### config.mk
export PLATFORM = sky130hd
export DESIGN_NAME = compare_unit
export DESIGN_NICKNAME = d
export VERILOG_FILES = /design/src/rtl/compare_unit.sv
export SDC_FILE = /design/constraint.sdc
export NUM_CORES = 1
export LEC_CHECK = 0
export ABC_AREA = 0
export ABC_CLOCK_PERIOD_IN_PS = 2950
export CAP_MARGIN = 40
export CORE_MARGIN = 1
export CORE_UTILIZATION = 49
export DETAILED_ROUTE_END_ITERATION = 10
export PLACE_DENSITY = 0.8
export SETUP_SLACK_MARGIN = 0.02
export SLEW_MARGIN = 20
export SYNTH_ARGS = -nofsm -noshare
export SYNTH_HDL_FRONTEND = slang
export SYNTH_SLANG_ARGS = --single-unit
### constraint.sdc
create_clock -name clk -period 2.95 [get_ports clk]
set_clock_uncertainty 0.05 [all_clocks]
set_input_delay 0.295 -clock clk [delete_from_list [all_inputs] [get_ports clk]]
set_output_delay 0.295 -clock clk [all_outputs]
set_load 0.02 [all_outputs]
### src/rtl/compare_unit.sv
// compare_unit: multi-cycle chunked X-Y comparator (slt/sltu/eq/ne/sle/sleu).
// Subtracts CHUNK bits per cycle LSB first and reports a zero-extended flag plus signed overflow.
module compare_unit #(
  parameter int WIDTH = 16,
  parameter int CHUNK = 4
) (
  input  logic             clk,
  input  logic             rst_n,
  input  logic             in_valid,
  output logic             in_ready,
  input  logic [WIDTH-1:0] x,
  input  logic [WIDTH-1:0] y,
  input  logic [2:0]       mode,
  output logic             out_valid,
  input  logic             out_ready,
  output logic             flag,
  output logic [WIDTH-1:0] result,
  output logic             ovf
);
  localparam int N = WIDTH / CHUNK;
  localparam int IW = $clog2(N + 1);
  typedef enum logic [1:0] {IDLE, CALC, DONE} state_t;
  state_t state;
  logic [WIDTH-1:0] xr, yr, diff;
  logic [2:0] mode_r;
  logic [IW-1:0] idx;
  logic carry, zacc;
  logic [CHUNK:0] s;
  logic last, eq, cin_msb, v, slt, sltu, f;
  assign s = {1'b0, xr[CHUNK-1:0]} + {1'b0, ~yr[CHUNK-1:0]} + {{CHUNK{1'b0}}, carry};
  assign last = idx == IW'(N - 1);
  assign eq = zacc & ~|s[CHUNK-1:0];
  // carry into the sign bit recovered from the sum bit: s = a ^ b ^ cin
  assign cin_msb = xr[CHUNK-1] ^ ~yr[CHUNK-1] ^ s[CHUNK-1];
  assign v = cin_msb ^ s[CHUNK];
  assign slt = s[CHUNK-1] ^ v;
  assign sltu = ~s[CHUNK];
  always_comb begin
    f = mode_r == 3'd0 ? slt :
        mode_r == 3'd1 ? sltu :
        mode_r == 3'd2 ? eq :
        mode_r == 3'd3 ? ~eq :
        mode_r == 3'd4 ? (slt | eq) :
        mode_r == 3'd5 ? (sltu | eq) : 1'b0;
  end
  assign in_ready = state == IDLE;
  assign out_valid = state == DONE;
  assign result = {{(WIDTH-1){1'b0}}, flag};
  always_ff @(posedge clk or negedge rst_n) begin
    if (!rst_n) begin
      state <= IDLE;
      xr <= '0;
      yr <= '0;
      diff <= '0;
      mode_r <= '0;
      idx <= '0;
      carry <= 1'b0;
      zacc <= 1'b0;
      flag <= 1'b0;
      ovf <= 1'b0;
    end else begin
      case (state)
        IDLE: if (in_valid) begin
          xr <= x;
          yr <= y;
          mode_r <= mode;
          idx <= '0;
          carry <= 1'b1;
          zacc <= 1'b1;
          state <= CALC;
        end
        CALC: begin
          xr <= xr >> CHUNK;
          yr <= yr >> CHUNK;
          diff <= WIDTH'({s[CHUNK-1:0], diff} >> CHUNK);
          carry <= s[CHUNK];
          zacc <= eq;
          idx <= idx + IW'(1);
          if (last) begin
            flag <= f;
            ovf <= v;
            state <= DONE;
          end
        end
        DONE: if (out_ready) state <= IDLE;
        default: state <= IDLE;
      endcase
    end
  end
endmodule

; ---- Word-level counts from Yosys, hierarchy flattened
; Index checks and enable logic that the tools add are counted.
[word_totals]
reg_bits = 44
word_cells = 62
inputBits = 39
output_inout_bits = 20
[classes]
n_eq_ne = 11
n_addsub = 3
mux = 19
n_reduce_logical = 9
bitwise = 11
[op_table]
columns = op, count
row1 = $pmux W16 S2, 2
row2 = $mux W16, 2
row3 = $eq A3 B2 Y1 const B, 3
row4 = $mux W1, 7
row5 = $eq A3 B3 Y1 const B, 2
row6 = $mux W2, 3
row7 = $pmux W2 S3, 1
row8 = $pmux W3 S2, 1
row9 = $reduce_and A2 Y1, 3
row10 = $add A4 B4 Y5, 1
row11 = $add A5 B1 Y5, 1
row12 = $ne A2 B2 Y1 const B, 2
row13 = $not A4 Y4, 1
row14 = $pmux W1 S2, 2
row15 = $reduce_or A4 Y1, 1
row16 = $xor A1 B1 Y1, 4
row17 = $add A3 B1 Y3 const B, 1
row18 = $eq A3 B1 Y1 const B, 1
row19 = $logic_not A3 Y1, 1
row20 = $mux W3, 1
row21 = $not A1 Y1, 3
row22 = $reduce_and A3 Y1, 1
row23 = $eq A2 B1 Y1 const B, 1
row24 = $eq A2 B2 Y1 const B, 1
row25 = other kinds (6), 7

; ---- Logic depth before layout (Yosys ltp)
[logic_depth]
word_depth = 13
mapped_depth = 9
ltp_nobuf = 9

; ---- Worst setup path before layout
; OpenSTA, ideal clock, no wires.
[synth_timing]
kind = flip-flop to flip-flop
startpoint = register xr[0]
endpoint = register flag
arrival_time_ps = 2007
t_required_ps = 2776
stages_incl_launch_ff = 9
setup_ps = 124
path_slack_ps = 769
period_less_slack_ps = 2181
path_buffers = 0
path_cell_list = dfrtp_1 -> fa_1 -> inv_1 -> fa_1 -> nand4bb_1 -> nor2_1 -> mux2i_1 -> mux2i_1 -> a211o_1
[synth_between]
elab_chain_len = 12
word_cells_on_any_way = 18
classes_between = 2 x add/sub / 6 x mux / 8 x bitwise / 2 x reduce/logical
[synth_rtl]
columns = item, line_no
row1 = start: declaration, 24  ; logic [WIDTH-1:0] xr, yr, diff;
row2 = start signal: assignment, 73  ; xr <= xr >> CHUNK;
row3 = $add A4 B4 Y5 (*), 30  ; assign s = {1'b0, xr[CHUNK-1:0]} + {1'b0, ~yr[CHUNK-1:0]} + {{CHUNK{1'b0}}, carry};
row4 = $add A5 B1 Y5 (*), 30
row5 = $reduce_or A4 Y1, 32  ; assign eq = zacc & ~|s[CHUNK-1:0];
row6 = $logic_not A1 Y1, 32
row7 = $and A1 B1 Y1, 32
row8 = $or A1 B1 Y1, 44  ; mode_r == 3'd5 ? (sltu | eq) : 1'b0;
row9 = $mux W1, 44
row10 = $mux W1, 43  ; mode_r == 3'd4 ? (slt | eq) :
row11 = $mux W1, 42  ; mode_r == 3'd3 ? ~eq :
row12 = $mux W1, 41  ; mode_r == 3'd2 ? eq :
row13 = $mux W1, 40  ; mode_r == 3'd1 ? sltu :
row14 = $mux W1 (*), 39  ; f = mode_r == 3'd0 ? slt :
row15 = end signal: assignment, 59  ; flag <= 1'b0;
row16 = end signal: assignment, 80  ; flag <= f;
row17 = end: declaration, 16  ; output logic flag,
; Every way passes the cells marked *; elsewhere a longest branch is shown, timed or not.
; A chain may end at the register's enable or synchronous reset.

; ---- Worst setup path after layout
; Same ends and word-level chain as after synthesis.

==> qor.yml <==
leakage_nw: 1.27
grt_pass1_vias: 1813
slew_headroom_pct: 45.6
arrival_ns: 2.47
fmax_mhz: 428
worstSetupPathType: "reg2reg"
crit_slowest_cell: "fa_1"
initial_core_util_pct: 51.4
min_period_over_period_pct: 79.2
totalWireLength_um: 4350
rr_startpoint: "xr[0]"
antenna_found_initial: 0
dpl.hpwl_um: 3130
fp.coreArea_um2: 4410
outcome: "finished, final reports clean"
portBuffers: 43
synthTopCellsByCount: "nand2_1, dfrtp_1, nor2_1"
yosys.area.top_type: "dfrtp_1"
yosysTopAreaCellShare_pct: 48.5
drive_above_1_share_pct: 4.58
post-place-cells: 350
clock_latency_ns: 0.30
ys_ff_latch: 44
syn_area_um2: 2270
cts_setup_buffers: 0
ys_seq_area_share_pct: 48.5
die_area_um2: 4910
cts_made_buffers: 5
ios: 59
setup_viol: 0
die_w_um: 70.1
post-synth-top-count-cell: "nand2_1"
rr_endpoint: "flag"
cts_tree: "done"
clk_pin_slew_ns: 0.08
drtPass1Iterations: 4
drtAntennaViolNets: 0
crit_path_cell_trace: "fa_1, inv_1, fa_1, nand4bb_1, nor2_1, mux2i_1, mux2i_1, a211o_1"
wl_per_cell_um: 12.1
async_reset_ff_share_pct: 100
yosys_warnings: 0
htree_levels: 2
place_congestion: 0.817
slew_violations: 0
n_fill_cell: 415
drc: 0
grt_pass1_wl_um: 8050
hold_violations: 0
drt_iter0_drc: 139
routed_via_density: 5.09
syn_to_final_growth_pct: 22.5
slowest_delay_ns: 0.45
grt-ovfl-total: 0
cts_num_sinks: 44
cts_resized: 0
r2r_setup_slack_ns: 0.61
synth_area_leaders: "dfrtp_1, nand2_1, buf_4"
fin_crit_ns: 2.34
power.density_nw_per_um2: 1050
vias: 1823
fp.dieH_um: 70.1
cap_violations: 0
critPathRequiredTime_ns: 3.09
rows: 24
multi_input_area_um2: 1010
ys.flop_type: "dfrtp_1"
fin_setup_tns_ns: 0
ir_drop_mv: 0.512
grt_max_degree: 52
post_synth_num_cell_types: 32
rsz0062_at_grt: "false"
finalNetCount: 352
ff_latch_area_um2: 1100
grt.total_usage_pct: 20.8
end_kind: "register"
synth-edff-count: 0
worstMarginPinSlew_ns: 0.814
stdcell_count: 358
min-delay-path-class: "in2async"
critPathMaxFanout: 3
cts_buffer_depth: 2
syn_inst: 268
reg2regPathDepth: 8
cts_root_buffer: "clkbuf_8"
avgSynthCellArea_um2: 8.47
start_kind: "register"
diodes: 0
cell type report:
class	count	area share (%)
Clock buffer	6	2.61
Clock inverter	1	0.180
Inverter	7	0.945
Multi-Input combinational cell	200	36.4
Sequential cell	44	39.6
Tap cell	52	2.34
Timing Repair Buffer	48	17.9
stage by stage:
stage | total power [mW] | util (%) | hold WS [ns] | instance area (um^2) | worst slack [ns]
2_1_floorplan | 2.18 | - | -0.0506 | 2320 | 0.769
3_3_place_gp | 2.45 | 59.9 | 0.411 | 2650 | 0.692
3_5_place_dp | 2.57 | 61.0 | 0.204 | 2690 | 0.602
4_1_cts | 2.94 | 63.0 | 0.413 | 2780 | 0.594
5_1_grt | 3.23 | 63.0 | 0.432 | 2780 | 0.437
6_report | 2.91 | 63.0 | 0.404 | 2780 | 0.614
power breakdown:
part           total (mW)  internal, mW  switching (mW)
Combinational        1.48         0.648           0.833
Sequential           1.07         0.898           0.173
Clock               0.356         0.161           0.195
timing repair:
item | CTS | global route
hold buffers | 1 | 0
endpoints found under the setup margin | 0 | 0
endpoints found under the hold margin | 16 | 0
worst max-delay path, delay by kind of cell (launching register included):
| kind | cells | cell delay, ns |
|---|---|---|
| AND/OR/NAND/NOR | 2 | 0.17 |
| AO/OA/AOI/OAI | 1 | 0.27 |
| adder cells (fa/ha/maj) | 2 | 0.87 |
| buffers and inverters | 1 | 0.08 |
| multiplexers | 2 | 0.39 |
| flip-flops | 1 | 0.41 |
cell usage in the layout, fill, tap and decap left out, types with 3 or more instances in the layout:
cell type        Yosys  layout
o21ai_0             16      16
nand2b_1             4       3
clkbuf_8             0       5
conb_1               1      15
a31oi_1             19      19
o21ai_1              6       6
inv_1                7       7
ha_1                 5       5
a21oi_1              6       6
nor2_1              30      30
dfrtp_1             44      44
nor2b_1              3       3
xnor2_1              3       3
clkdlybuf4s50_1      0      42
nand2_1             75      75
how the worst max path moves through the flow:
stage | cells after the start | slack [ns] | end | from
CTS | 8 | 0.59 | flag | xr[0]
global placement | 8 | 0.69 | flag | xr[0]
floorplan | 8 | 0.77 | flag | xr[0]
detailed placement | 8 | 0.60 | flag | xr[0]
finish | 8 | 0.61 | flag | xr[0]
global route | 8 | 0.44 | flag | xr[0]
cells by family (layout without fill, tap and decap cells):
kind of cell             Yosys count  count (layout)  share of synthesized area (%)
AND/OR/NAND/NOR                  122             122                           22.7
AO/OA/AOI/OAI                     51              51                           12.8
flip-flops                        44              44                           48.5
buffers and inverters             38              62                           9.26
adder cells (fa/ha/maj)            7               7                           4.52
XOR/XNOR                           3               3                           1.16
multiplexers                       2               2                          0.882
other                              1              15                          0.165
layer usage:
| metal | routed length (um) | track usage, % | up-vias |
|---|---|---|---|
| li1 | - | - | 924 |
| met1 | 1980 | 26.5 | 852 |
| met2 | 2130 | 33.9 | 40 |
| met3 | 174 | 5.34 | 7 |
| met4 | 62 | 8.44 | 0 |
| met5 | 0 | 0 | - |
sequential cells by signal (all words and copies together) (netlist names):
register	flops
mode_r	3
carry	1
flag	1
yr	16
zacc	1
xr	16
ovf	1
idx	3
state	2
No activity file was read; power rests on OpenSTA's default activity.
